## src/rtl/fetch_queue_pkg.sv

```systemverilog
// Shared types and constants for the instruction fetch queue.
package fetch_queue_pkg;

  localparam logic [31:0] INSTR_BYTES = 32'd4;

  typedef enum logic [1:0] {
    BOOT  = 2'd0,
    RUN   = 2'd1,
    DRAIN = 2'd2
  } fq_state_e;

  typedef struct packed {
    logic [31:0] pc;
    logic [31:0] instr;
  } fetch_entry_t;

  function automatic logic [31:0] sat_add32(input logic [31:0] a, input logic [31:0] b);
    logic [32:0] sum;
    sum = {1'b0, a} + {1'b0, b};
    return sum[32] ? 32'hFFFF_FFFF : sum[31:0];
  endfunction

endpackage

```

## src/rtl/fetch_fifo.sv

```systemverilog
// Power-of-two FIFO of {pc, instr} entries with synchronous flush.
module fetch_fifo
  import fetch_queue_pkg::*;
#(
  parameter int DEPTH = 4
) (
  input  logic                     clk,
  input  logic                     reset,
  input  logic                     i_flush,
  input  logic                     i_push,
  input  fetch_entry_t             i_data,
  input  logic                     i_pop,
  output fetch_entry_t             o_head,
  output logic [$clog2(DEPTH):0]   o_count,
  output logic                     o_full,
  output logic                     o_empty
);

  localparam int AW = $clog2(DEPTH);
  localparam int CW = AW + 1;

  fetch_entry_t    r_mem [DEPTH];
  logic [AW-1:0]   r_wptr;
  logic [AW-1:0]   r_rptr;
  logic [CW-1:0]   r_count;
  logic            w_push;
  logic            w_pop;

  assign o_full  = (r_count == CW'(DEPTH));
  assign o_empty = (r_count == {CW{1'b0}});
  assign w_pop   = i_pop && !o_empty;
  assign w_push  = i_push && (!o_full || w_pop);
  assign o_head  = r_mem[r_rptr];
  assign o_count = r_count;

  // Entry storage, cleared on reset so the head reads zero until the first push.
  always_ff @(posedge clk or posedge reset) begin
    if (reset) begin
      for (int i = 0; i < DEPTH; i++) begin
        r_mem[i] <= '0;
      end
    end else if (w_push && !i_flush) begin
      r_mem[r_wptr] <= i_data;
    end
  end

  // Pointers and occupancy; a flush discards everything queued.
  always_ff @(posedge clk or posedge reset) begin
    if (reset) begin
      r_wptr  <= {AW{1'b0}};
      r_rptr  <= {AW{1'b0}};
      r_count <= {CW{1'b0}};
    end else if (i_flush) begin
      r_wptr  <= {AW{1'b0}};
      r_rptr  <= {AW{1'b0}};
      r_count <= {CW{1'b0}};
    end else begin
      if (w_push) r_wptr <= r_wptr + AW'(1);
      if (w_pop)  r_rptr <= r_rptr + AW'(1);
      if (w_push && !w_pop)      r_count <= r_count + CW'(1);
      else if (w_pop && !w_push) r_count <= r_count - CW'(1);
    end
  end

endmodule

```

## src/rtl/fetch_queue.sv

```systemverilog
// Instruction fetch queue: issues sequential fetches, buffers responses, flushes on redirect.
// Optional build macro FETCH_STATS_EN adds stat_fetched / stat_flushed counters.
module fetch_queue
  import fetch_queue_pkg::*;
#(
  parameter int          DEPTH    = 4,
  parameter logic [31:0] RESET_PC = 32'h0000_0000
) (
  input  logic        clk,
  input  logic        reset,
  output logic        imem_req,
  output logic [31:0] imem_addr,
  input  logic        imem_rvalid,
  input  logic [31:0] imem_rdata,
  input  logic        redirect,
  input  logic [31:0] redirect_pc,
  output logic        ifid_valid,
  input  logic        ifid_ready,
  output logic [31:0] ifid_pc,
  output logic [31:0] ifid_instr
`ifdef FETCH_STATS_EN
  ,
  output logic [31:0] stat_fetched,
  output logic [31:0] stat_flushed
`endif
);

  localparam int CW = $clog2(DEPTH) + 1;
  localparam logic [CW:0] DEPTH_OCC = (CW+1)'(DEPTH);

  fq_state_e    r_state;
  fq_state_e    w_next_state;
  logic [31:0]  r_fetch_pc;
  logic [31:0]  r_inflight_pc;
  logic         r_inflight;
  logic         w_issue;
  logic         w_push;
  logic         w_pop;
  logic         w_flush;
  logic [CW-1:0] w_count;
  logic         w_full;
  logic         w_empty;
  logic [CW:0]  w_occupancy;
  fetch_entry_t w_push_data;
  fetch_entry_t w_head;

  // An issued request owns a slot until its response lands, so the queue cannot overflow.
  assign w_occupancy = {1'b0, w_count} + {{CW{1'b0}}, r_inflight};
  assign w_push_data = '{pc: r_inflight_pc, instr: imem_rdata};

  // State register.
  always_ff @(posedge clk or posedge reset) begin
    if (reset) r_state <= BOOT;
    else       r_state <= w_next_state;
  end

  // Next-state logic.
  always_comb begin
    w_next_state = r_state;
    case (r_state)
      BOOT:    w_next_state = RUN;
      RUN:     w_next_state = (redirect && r_inflight) ? DRAIN : RUN;
      DRAIN:   w_next_state = RUN;
      default: w_next_state = BOOT;
    endcase
  end

  // Control outputs; responses only land in RUN outside a redirect cycle.
  always_comb begin
    w_issue = 1'b0;
    w_push  = 1'b0;
    case (r_state)
      RUN: begin
        w_issue = !redirect && !w_full && (w_occupancy < DEPTH_OCC);
        w_push  = imem_rvalid && !redirect;
      end
      BOOT, DRAIN: begin
        w_issue = 1'b0;
        w_push  = 1'b0;
      end
      default: begin
        w_issue = 1'b0;
        w_push  = 1'b0;
      end
    endcase
  end

  assign w_flush = redirect;
  assign w_pop   = !w_empty && ifid_ready && !redirect;

  // Fetch PC and the PC of the single outstanding request.
  always_ff @(posedge clk or posedge reset) begin
    if (reset) begin
      r_fetch_pc    <= RESET_PC;
      r_inflight_pc <= 32'h0000_0000;
      r_inflight    <= 1'b0;
    end else begin
      r_inflight <= w_issue;
      if (redirect) begin
        r_fetch_pc <= redirect_pc & ~32'h0000_0003;
      end else if (w_issue) begin
        r_fetch_pc    <= r_fetch_pc + INSTR_BYTES;
        r_inflight_pc <= r_fetch_pc;
      end
    end
  end

  fetch_fifo #(.DEPTH(DEPTH)) u_fifo (
    .clk     (clk),
    .reset   (reset),
    .i_flush (w_flush),
    .i_push  (w_push),
    .i_data  (w_push_data),
    .i_pop   (w_pop),
    .o_head  (w_head),
    .o_count (w_count),
    .o_full  (w_full),
    .o_empty (w_empty)
  );

  assign imem_req   = w_issue;
  assign imem_addr  = r_fetch_pc;
  assign ifid_valid = !w_empty;
  assign ifid_pc    = w_head.pc;
  assign ifid_instr = w_head.instr;

`ifdef FETCH_STATS_EN
  logic [31:0] w_flush_amt;

  // A pop coinciding with redirect was consumed, so it is not counted as flushed.
  assign w_flush_amt = 32'(w_count) - 32'(!w_empty && ifid_ready) + 32'(r_inflight);

  // Saturating push and flush counters.
  always_ff @(posedge clk or posedge reset) begin
    if (reset) begin
      stat_fetched <= 32'h0000_0000;
      stat_flushed <= 32'h0000_0000;
    end else begin
      if (w_push)  stat_fetched <= sat_add32(stat_fetched, 32'd1);
      if (w_flush) stat_flushed <= sat_add32(stat_flushed, w_flush_amt);
    end
  end
`endif

endmodule

```

## config.mk

```make
export PLATFORM = sky130hd
export DESIGN_NAME = fetch_queue
export DESIGN_NICKNAME = d
export VERILOG_FILES = /design/src/rtl/fetch_queue_pkg.sv /design/src/rtl/fetch_fifo.sv /design/src/rtl/fetch_queue.sv
export SDC_FILE = /design/constraint.sdc
export NUM_CORES = 1
export LEC_CHECK = 0
export BUFFER_PORTS_ARGS = -buffer_cell sky130_fd_sc_hd__buf_2
export CORE_UTILIZATION = 58
export CTS_BUF_LIST = sky130_fd_sc_hd__clkbuf_16
export DETAILED_ROUTE_END_ITERATION = 10
export PLACE_DENSITY = 0.86
export SLEW_MARGIN = 15
export SYNTH_ARGS = -nofsm -noshare
export SYNTH_HDL_FRONTEND = slang
export SYNTH_SLANG_ARGS = --single-unit
```

## constraint.sdc

```tcl
create_clock -name clk -period 13.19 [get_ports clk]
set_clock_uncertainty 0.05 [all_clocks]
set_input_delay 1.9785 -clock clk [delete_from_list [all_inputs] [get_ports clk]]
set_output_delay 1.9785 -clock clk [all_outputs]
set_load 0.05 [all_outputs]
```

==> metrics, run 1 <==
number of synthesized register bits 318; pwr/cell area 262 nW/um2; Final Max Tran Viols 0; detailed-route via count between 9000 and 10000; multi-input logic area 5990 um2; CTS Root Buffer Type clkbuf_16; DP HPWL about 18 mm; chip width approximately 160 um; first-pass GRT wire length 50.2 mm; Die Y 159 um; vias in the first global route 9510; row count 57; postcts setup bufs 0; startpoint of the worst hold path u_fifo.r_mem[94]; diode count 0; Iter 0 DRT Violations 672; cells along the critical path buf_2, or4b_4, or2_2, inv_1, buf_2; Critical Path RT 11.16 ns; Slew HR 25.0%; Reg-to-Reg End u_fifo.r_mem[147]; EDFF count, synth 0; Final Hold Fails 0; Vias/cell 6.10; initial antenna violation count 1; Setup Total Neg Slack 0 ns; Max FO, Critical Path 47; DRC viols 2; Critical Path Source Type primary input; Highest Clock Rate 175 MHz; Register-to-Register Path Depth 5; Hold Path Class register to register; P&R area growth vs syn 14.2%; Final Util 67.4%; Area contributors post-synth dfrtp_1, mux2_2, mux4_2; Main synth FF type dfrtp_1; Ys Warns 0; delay-heaviest family, CP simple AND/OR/NAND/NOR gates; WS Path Type primary input to primary output; Final setup viols 0; hold path depth 1; NumNets Final 1233; status finished, violations left; pin count of the biggest net entering global routing roughly 160; Clock transition at path regs 0.06 ns; htree depth 2; Synth async-reset ratio between 90% and 100%; GPL Wtd Cong 0.911; P_leak between 0.007 and 0.008 uW; worst r2r src r_state[1]; TritonCTS clock tree yes; Synth top area share 55.6%; Reg area 7970 um2; max incr delay on CP ~0.66 ns; Final Power around 4300 uW; Synth cell types 54; total CTS buffers 34; port bufs 160; clk buf depth 3; routed wire length 30.4 mm; Gate Count Post-Synth 1017; GRT overflow 0; clk_lat worst skew 0.49 ns; fin crit period 5.73 ns; layout cells sized above 1 45.8%; critical path's most frequent cell buf_2; Core Region between 20000 and 25000 um2; failing checks DRC; detailed-route wire length per cell 20.2 um; crit path DAT 3.70 ns; Max Cap Viol 0; syn_area_per_cell approximately 14 um2; Layout fillers 1679; cts hold-fix bufs 0; Critical path buffers and inverters 3; CP max-delay cell or4b_4; Post-Syn Area 14300 um2; CTS resizes 0; Die Area 25300 um2; Slew @ Worst Pin 1.11 ns; CP Capture Type primary output; register area share after synthesis 55.6%; TritonCTS Sinks 318; DRT antenna net count 0; router iterations before antenna repair 8; RSZ-0062 raised after global routing no; Max VDD drop 0.173 mV; Hold Path End u_fifo.r_mem[94]; Total Routing Usage GR 24.6%; IO Pins 167; period utilization 43.4%; dominant cell type by area after synthesis dfrtp_1; Initial Util 59.0%; Reg2Reg Setup Slack 10.31 ns
## cells in the mapped netlist, types with 4 or more instances
library cell  count
nor3_1            8
nor2_1            7
nor4_1           13
nand2_1         115
nand3_1          23
clkbuf_1         22
inv_1            13
ha_1              5
o21ai_0          21
a22oi_1           5
a221o_1           5
mux2i_1           8
and3_1            8
mux4_2           62
dfrtp_1         318
and2_1            7
buf_1             8
buf_4             4
mux2_2          249
buf_2            31
or4_1            10
nand4_1           9
o211ai_1          6
## how the worst max path moves through the flow
stage	from	endpoint	cells after the start
floorplan	reset	imem_addr[10]	1
global placement	redirect	imem_req	5
detailed placement	redirect	imem_req	5
CTS	redirect	imem_req	5
global route	redirect	imem_req	5
finish	redirect	imem_req	5
## final cells by class
cell class	instances	area share (%)
clock buffers	35	5.36
clock inverters	24	1.00
inverters	13	0.375
multi-input cells	621	36.7
flip-flops and latches	318	48.8
well taps	324	2.48
repair buffers	170	5.36
## stage by stage
stage	hold slack, ns	instances	worst slack (ns)	instance area, um2
2_1_floorplan	0.421	1020	2.36	14300
3_3_place_gp	0.431	1446	7.50	15300
3_5_place_dp	0.437	1446	7.50	15300
4_1_cts	0.451	1505	7.49	16300
5_1_grt	0.464	1505	7.37	16300
6_report	0.449	1505	7.46	16300
## worst reg2reg max path, delay by kind of cell, from the launching register on
kind / cells / cell delay [ns]
and+or+nand+nor: 2 / 0.83
buffers and inverters: 1 / 0.50
DFF: 1 / 0.43
muxes: 1 / 0.40
AOI/OAI and AO/OA: 1 / 0.53
## layer usage
| layer | GRT usage, % | wire, um | vias to the layer above |
|---|---|---|---|
| met2 | 40.2 | 14900 | 352 |
| met1 | 34.9 | 13200 | 4750 |
| met3 | 3.88 | 1740 | 50 |
| li1 | - | - | 4034 |
| met4 | 6.12 | 500 | 2 |
| met5 | 0 | 13 | - |
## sequential cells by signal (all words and copies together), names as in the netlist
register,flops
imem_addr,30
r_inflight,1
r_state,2
u_fifo.r_wptr,2
r_inflight_pc,30
u_fifo.r_mem,248
u_fifo.o_count,3
u_fifo.r_rptr,2
## cells in the final DEF (no fill, tap or decap), types with 4 or more instances in the layout
cell,count
nor2_1,7
or4_1,10
dfrtp_1,316
o211ai_1,6
buf_2,160
clkinv_2,7
and2_1,7
inv_1,18
nand2_2,4
ha_1,5
o21ai_0,21
nand2_1,111
nor3_1,8
mux2_2,249
nand4_1,9
and3_1,8
nor4_1,13
clkinv_1,6
buf_4,10
mux4_2,62
a221o_1,5
conb_1,4
a22oi_1,5
nand3_1,23
mux2i_1,8
clkbuf_16,35
## logic make-up (layout without fill, tap and decap cells)
group	after synthesis	after routing	share of synthesized area, %
adders and majority gates	6	6	0.577
AOI/OAI and AO/OA	71	71	3.55
xor gates and xnor gates	4	4	0.245
DFF	318	318	55.6
buffers and inverters	81	242	2.66
other	1	4	0.0262
muxes	319	319	29.9
and+or+nand+nor	217	217	7.40
## report_power, final
group          total (uW)  internal, uW  switching, uW
Clock                 890           520            370
Combinational        1710           671           1040
Sequential           1680          1390            291
Total                4280          2580           1710
Power figures use the tool's default switching activity.
==> run 2: changes to the inputs <==
Settings changed: CORE_UTILIZATION 58 to 53, PLACE_DENSITY 0.86 to 0.83.
Clock period 13.19 ns to 4.75 ns, I/O delays scaled along.
==> run 2 against run 1 <==
Compared with the run above: the flow still finishes with violations (DRC); routed wire length up 1.4%; total power grew to 2.8 times the previous value; clock power grew to 2.7 times the previous value; register-to-register slack got worse by 8.3 ns; non-clock buffer count increased by 4; largest power group is now registers.
==> metrics, run 2 (synthesized netlist as in run 1, its figures left out) <==
Clock transition at path regs 0.06 ns (about the same); Max FO, Critical Path 54 (+15%); routed wire length 30.8 mm (+1.4%); M2 GR Usage 37.9% (-2.3 points); IO Pins 167 (unchanged); final cell area excluding filler cells 16400 um2 (+0.44%); initial antenna violation count 0 (-1); worst r2r src r_state[1]; vias in the first global route 9756 (+2.6%); pwr/cell area 720 nW/um2 (+170%); status finished, violations left; met3 usage in global routing 4.74% (+0.86 points); period utilization 71.6%; fin crit period 3.40 ns; Critical Path RT 3.99 ns (-7.17 ns); clk buf depth 3 (unchanged); row count 59 (+3.5%); Die Y 166 um (+4.6%); Layout fillers 1971 (+17%); Final Power 11800 uW (+180%); fin worst setup slack 1.35 ns (-6.11 ns); GPL Wtd Cong 0.856 (-6.1%); CTS Root Buffer Type clkbuf_16; Max VDD drop 0.466 mV (+170%); max incr delay on CP 1.14 ns (+0.48 ns); DRC viols 13 (+11); Area after DPL 15400 um2 (+0.72%); chip width 166 um (+4.6%); Iter 0 DRT Violations 642 (-4.5%); cts hold-fix bufs 0 (unchanged); router iterations before antenna repair 8 (unchanged); CP Capture Type primary output; failing checks DRC; grt peak-use layer met2; layout cells sized above 1 45.5% (-0.33 points); Critical Path Source Type register; commonest cells after routing, fill and taps aside dfrtp_1, mux2_2, buf_2; first-pass GRT wire length 51.2 mm (+2.0%); GRT overflow 0 (unchanged); CP max-delay cell dfrtp_4; P_leak 0.00777 uW (+1.1%); Reg-to-Reg End u_fifo.r_mem[74]; NumNets Final 1237 (+0.32%); Register-to-Register Path Depth 5 (unchanged); Vias/cell 6.01 (-1.5%); TritonCTS clock tree yes; Reg2Reg Setup Slack 2.04 ns (-8.27 ns); WS Path Type register to primary output; Slew HR 28.3% (+3.2 points); Initial Util 54.4% (-4.6 points); RSZ-0062 raised after global routing no; Hold Path Class primary input to async pin; CTS resizes 0 (unchanged); Reg area 7970 um2 (unchanged); DP HPWL 19.3 mm (+4.6%); htree depth 2 (unchanged); Final Hold Fails 0 (unchanged); total CTS buffers 34 (unchanged); Die Area 27700 um2 (+9.3%); cells along the critical path buf_4, mux4_2, buf_2; multi-input logic area 6010 um2 (+0.33%); Core Region 26300 um2 (+8.4%); detailed-route wire length per cell 20.3 um (+0.49%); Final Max Tran Viols 0 (unchanged); Final setup viols 0 (unchanged); met1 usage 31.0% (-3.9 points); crit path DAT 2.64 ns (-1.06 ns); Max Cap Viol 0 (unchanged); DRT antenna net count 0 (unchanged); most common cell after layout, fill and taps aside dfrtp_1; diode count 0 (unchanged); clk_lat worst skew 0.50 ns (about the same); P&R area growth vs syn 14.7%; port bufs 160 (unchanged); postcts setup bufs 0 (unchanged); TritonCTS Sinks 318 (unchanged); Slew @ Worst Pin 1.08 ns (-0.0384 ns); Final Util 62.4% (-4.9 points); DP Worst Slack 1.61 ns (-5.89 ns); Biggest register u_fifo.r_mem; Highest Clock Rate 294 MHz; max reg flops 248 (unchanged); Total Routing Usage GR 23.1% (-1.5 points); detailed-route via count 9124 (-0.70%); pin count of the biggest net entering global routing 107 (-32%)
-- run 2: cell types whose count changed in the layout (fill, tap and decap cells not counted), sizes merged --
cell,before,now
clkinv,14,8
clkbuf,35,34
clkinvlp,2,1
buf,170,174
inv,19,25
-- run 2: layout make-up --
class | count | area share [%]
Clock buffer | 34 | 5.19
Sequential cell | 318 | 48.5
Clock inverter | 23 | 0.946
Inverter | 13 | 0.320
Tap cell | 335 | 2.55
Multi-Input combinational cell | 621 | 36.6
Timing Repair Buffer | 174 | 5.83
-- run 2: power by group --
part           internal [uW]  switching [uW]  total (uW)
Sequential              3850             888        4730
Combinational           1880            2800        4680
Clock                   1400            1000        2410
-- run 2: metal layers --
| layer | part of all wire (%) | vias up | routed length [um] |
|---|---|---|---|
| met5 | 0 | - | 0 |
| met4 | 2.4 | 0 | 728 |
| met3 | 7.4 | 56 | 2270 |
| met2 | 47 | 333 | 14600 |
| met1 | 43 | 4692 | 13200 |
| li1 | - | 4043 | - |
-- run 2: critical path: cells and delay by family (launching register included) --
| kind | cells | cell delay [ns] |
|---|---|---|
| buf+inv | 2 | 0.61 |
| mux | 1 | 0.38 |
| flops | 1 | 1.14 |
-- run 2: worst max-delay path by stage --
stage,start,endpoint,cells after the start
floorplan,reset,imem_addr[10],1
global route,u_fifo.r_rptr[0],ifid_pc[16],3
CTS,u_fifo.r_rptr[0],ifid_pc[16],3
global placement,redirect,u_fifo.r_mem[71],6
finish,u_fifo.r_rptr[0],ifid_pc[16],3
detailed placement,redirect,u_fifo.r_mem[80],6
-- run 2: metrics by stage --
| step | setup TNS [ns] | hold WS [ns] | instances |
|---|---|---|---|
| 5_1_grt | 0 | 0.351 | 1518 |
| 4_1_cts | 0 | 0.324 | 1518 |
| 2_1_floorplan | -79.92 | 0.421 | 1020 |
| 3_5_place_dp | 0 | 0.437 | 1461 |
| 3_3_place_gp | 0 | 0.431 | 1461 |
| 6_report | 0 | 0.311 | 1518 |
==> run 3: changes to the inputs <==
Settings changed: ABC_AREA from default to 1, CORE_UTILIZATION 53 to 58, PLACE_DENSITY 0.83 to 0.86.
Clock period 4.75 ns to 3.5 ns, I/O delays scaled along.
==> run 3 against run 2 <==
Compared with the run above: the run now ends clean; routed wire length is 37% higher; count of clock-buffer cells in the layout is 3 higher; design area rose by 5.7%; synthesized cell count rose by 94%; combinational power grew 53%; critical path depth increased by 2; cell count increased by 60%; clock power is 56% higher; sequential power is 34% higher; utilization rose by 4.3 points; non-clock buffer count up 13; area after synthesis grew 6.8%; critical path type unchanged; critical endpoint is now ifid_pc[28].
==> metrics, run 3 <==
clk buf depth 3 (unchanged); IO Pins 167 (unchanged); Gate Count Post-Synth 1968 (+94%); Biggest register u_fifo.r_mem; sw frac 46.5% (+6.8 points); htree depth 2 (unchanged); final cell area excluding filler cells 17400 um2 (+5.7%); Final Power 17300 uW (+46%); crit path DAT 2.67 ns (+0.03 ns); Clock transition at path regs 0.06 ns (about the same); postcts setup bufs 0 (unchanged); TritonCTS Sinks 318 (unchanged); wl on met1 17.0 mm (+29%); commonest cells after routing, fill and taps aside nand2_1, o21ai_0, dfrtp_1; Vias/cell 5.86 (-2.5%); period utilization 92.7%; Layout fillers 2067 (+4.9%); P_leak 0.00895 uW (+15%); Core Region 26000 um2 (-1.1%); max reg flops 248 (unchanged); status finished, final reports clean; cts hold-fix bufs 0 (unchanged); Initial Util 58.8% (+4.4 points); delay-heaviest family, CP buffers and inverters; Iter 0 DRT Violations 1490 (+130%); Die Area 27000 um2 (-2.4%); met3 routed WL 3.74 mm (+65%); Slew HR 32.5% (+4.3 points); first-pass GRT wire length 66.9 mm (+31%); RSZ-0062 raised after global routing no; WS Path Type register to primary output; router iterations before antenna repair 6 (-2); combinational group share of total power 41.6% (+2.0 points); Post-synth top cells nand2_1, o21ai_0, dfrtp_1, nor2_1, clkbuf_1; Critical Path Source Type register; DP HPWL 24.8 mm (+29%); Final setup viols 0 (unchanged); clock power share 21.8% (+1.4 points); pin count of the biggest net entering global routing 188 (+76%); diode count 0 (unchanged); total CTS buffers 35 (+2.9%); routed wl met2 20.2 mm (+38%); port bufs 160 (unchanged); chip width 164 um (-1.2%); DRT antenna net count 0 (unchanged); Critical Path RT 2.92 ns (-1.07 ns); layout cells sized above 1 12.6% (-33 points); GRT overflow 0 (unchanged); Critical path buffers and inverters 3 (+1); Max FO, Critical Path 36 (-33%); vias in the first global route 13321 (+37%); fin worst setup slack 0.257 ns (-1.09 ns); TritonCTS clock tree yes; Final Max Tran Viols 0 (unchanged); Area contributors post-synth dfrtp_1, nand2_1, o21ai_0; register area share after synthesis 52.1% (-3.5 points); Synth top area share 52.1% (-3.5 points); Setup Total Neg Slack 0 ns (unchanged); Ys Warns 0 (unchanged); syn_area_per_cell 7.76 um2 (-45%); DRC viols 0 (-13); sequential share of power 36.7% (-3.4 points); Post-Syn Area 15300 um2 (+6.8%); Slew @ Worst Pin 1.01 ns (-0.0643 ns); fin crit period 3.24 ns; Max Cap Viol 0 (unchanged); dominant cell type by area after synthesis dfrtp_1; Main synth FF type dfrtp_1; Highest Clock Rate 308 MHz; pwr/cell area 995 nW/um2 (+38%); CTS resizes 0 (unchanged); P&R area growth vs syn 13.5%; P_int 9230 uW (+30%); Max Used Layer met4; clk_lat worst skew 0.51 ns (about the same); CP max-delay cell dfrtp_4; Total Routing Usage GR 31.4% (+8.3 points); DP Worst Slack 0.843 ns (-0.767 ns); max incr delay on CP 0.69 ns (-0.45 ns); NumNets Final 2136 (+73%); cells along the critical path clkinv_2, buf_4, o21ai_0, o22ai_1, buf_2; Die Y 164 um (-1.2%); number of synthesized register bits 318 (unchanged); Area after DPL 16200 um2 (+5.0%); CTS Root Buffer Type clkbuf_16; EDFF count, synth 0 (unchanged); routed wire length 42.2 mm (+37%); Final Hold Fails 0 (unchanged); Psw 8040 uW (+71%); CP Capture Type primary output; Synth cell types 32 (-41%); cell with the most instances after synthesis nand2_1; Hold Path Class primary input to register; GPL Wtd Cong 1.04 (+21%); most common cell after layout, fill and taps aside nand2_1; initial antenna violation count 1 (+1); detailed-route wire length per cell 17.4 um (-14%); Synth async-reset ratio 100% (unchanged); Max VDD drop 0.620 mV (+33%); detailed-route via count 14195 (+56%); row count 59 (unchanged)
==> run 3: cell types whose count changed in the layout (fill, tap and decap cells not counted), moves of 11 or more <==
cell	previous run	this run
nor2_1	7	179
buf_4	10	21
nand3_1	23	42
inv_1	25	61
o21ai_0	21	342
nor4_1	13	0
mux2_2	249	0
o21ai_1	0	58
nand2_1	111	707
o22ai_1	2	63
mux4_2	62	0
==> run 3: per-layer routing <==
layer	GRT usage (%)	vias to the layer above
met2	51.1	711
met5	0	-
met3	5.18	100
met1	41.9	6807
li1	-	6577
met4	12.4	0
==> run 3: final cells by class <==
class | instances | area (um2) | area share, %
clock inverters | 26 | 246 | 1.42
clock buffers | 37 | 926 | 5.34
multi-input cells | 1450 | 6450 | 37.2
repair buffers | 187 | 1080 | 6.22
inverters | 69 | 264 | 1.52
flip-flops and latches | 318 | 7960 | 45.9
well taps | 335 | 419 | 2.42
==> run 3: worst paths after layout <==
check,startpoint,to,slack [ns],cells after the start
max,u_fifo.r_rptr[0],ifid_pc[28],0.26,5
min,redirect_pc[16],imem_addr[16],0.18,3
max reg2reg,u_fifo.o_count[1],u_fifo.r_mem[146],1.32,6
min reg2reg,r_state[0],r_state[0],0.41,1
max in group asynchronous,reset,u_fifo.r_rptr[0],2.34,3
min in group asynchronous,reset,r_inflight_pc[28],0.26,3
==> run 3: cells by family after synthesis <==
family / synth area share [%]
AND/OR/NAND/NOR: 24.4
buffers and inverters: 5.82
other: 0.0245
adder cells (fa/ha/maj): 0.540
XOR/XNOR: 0.459
AO/OA/AOI/OAI: 16.7
flip-flops: 52.1
==> run 3: per-stage QoR <==
step | utilization [%] | hold slack (ns) | instances
2_1_floorplan | - | 0.377 | 1971
3_3_place_gp | 62.3 | 0.390 | 2359
3_5_place_dp | 62.3 | 0.405 | 2359
4_1_cts | 66.8 | 0.170 | 2422
5_1_grt | 66.8 | 0.192 | 2422
6_report | 66.8 | 0.179 | 2422
==> run 3: worst register-to-register path: stages (launching register included) <==
cell	delay, ns
dfrtp_1	0.40
nor2_1	0.23
nand2_2	0.16
nand2_8	0.30
buf_4	0.66
o21ai_0	0.21
nand2_1	0.11
==> run 3: power by group through the flow <==
stage                     registers (uW)  clock network [uW]  logic (uW)
after floorplan                     6500                   0        4970
after global placement              6240                   0        6900
after detailed placement            6330                   0        7120
after CTS                           6280                3790        7160
after global routing                6510                3950        7810
final                               6330                3760        7180
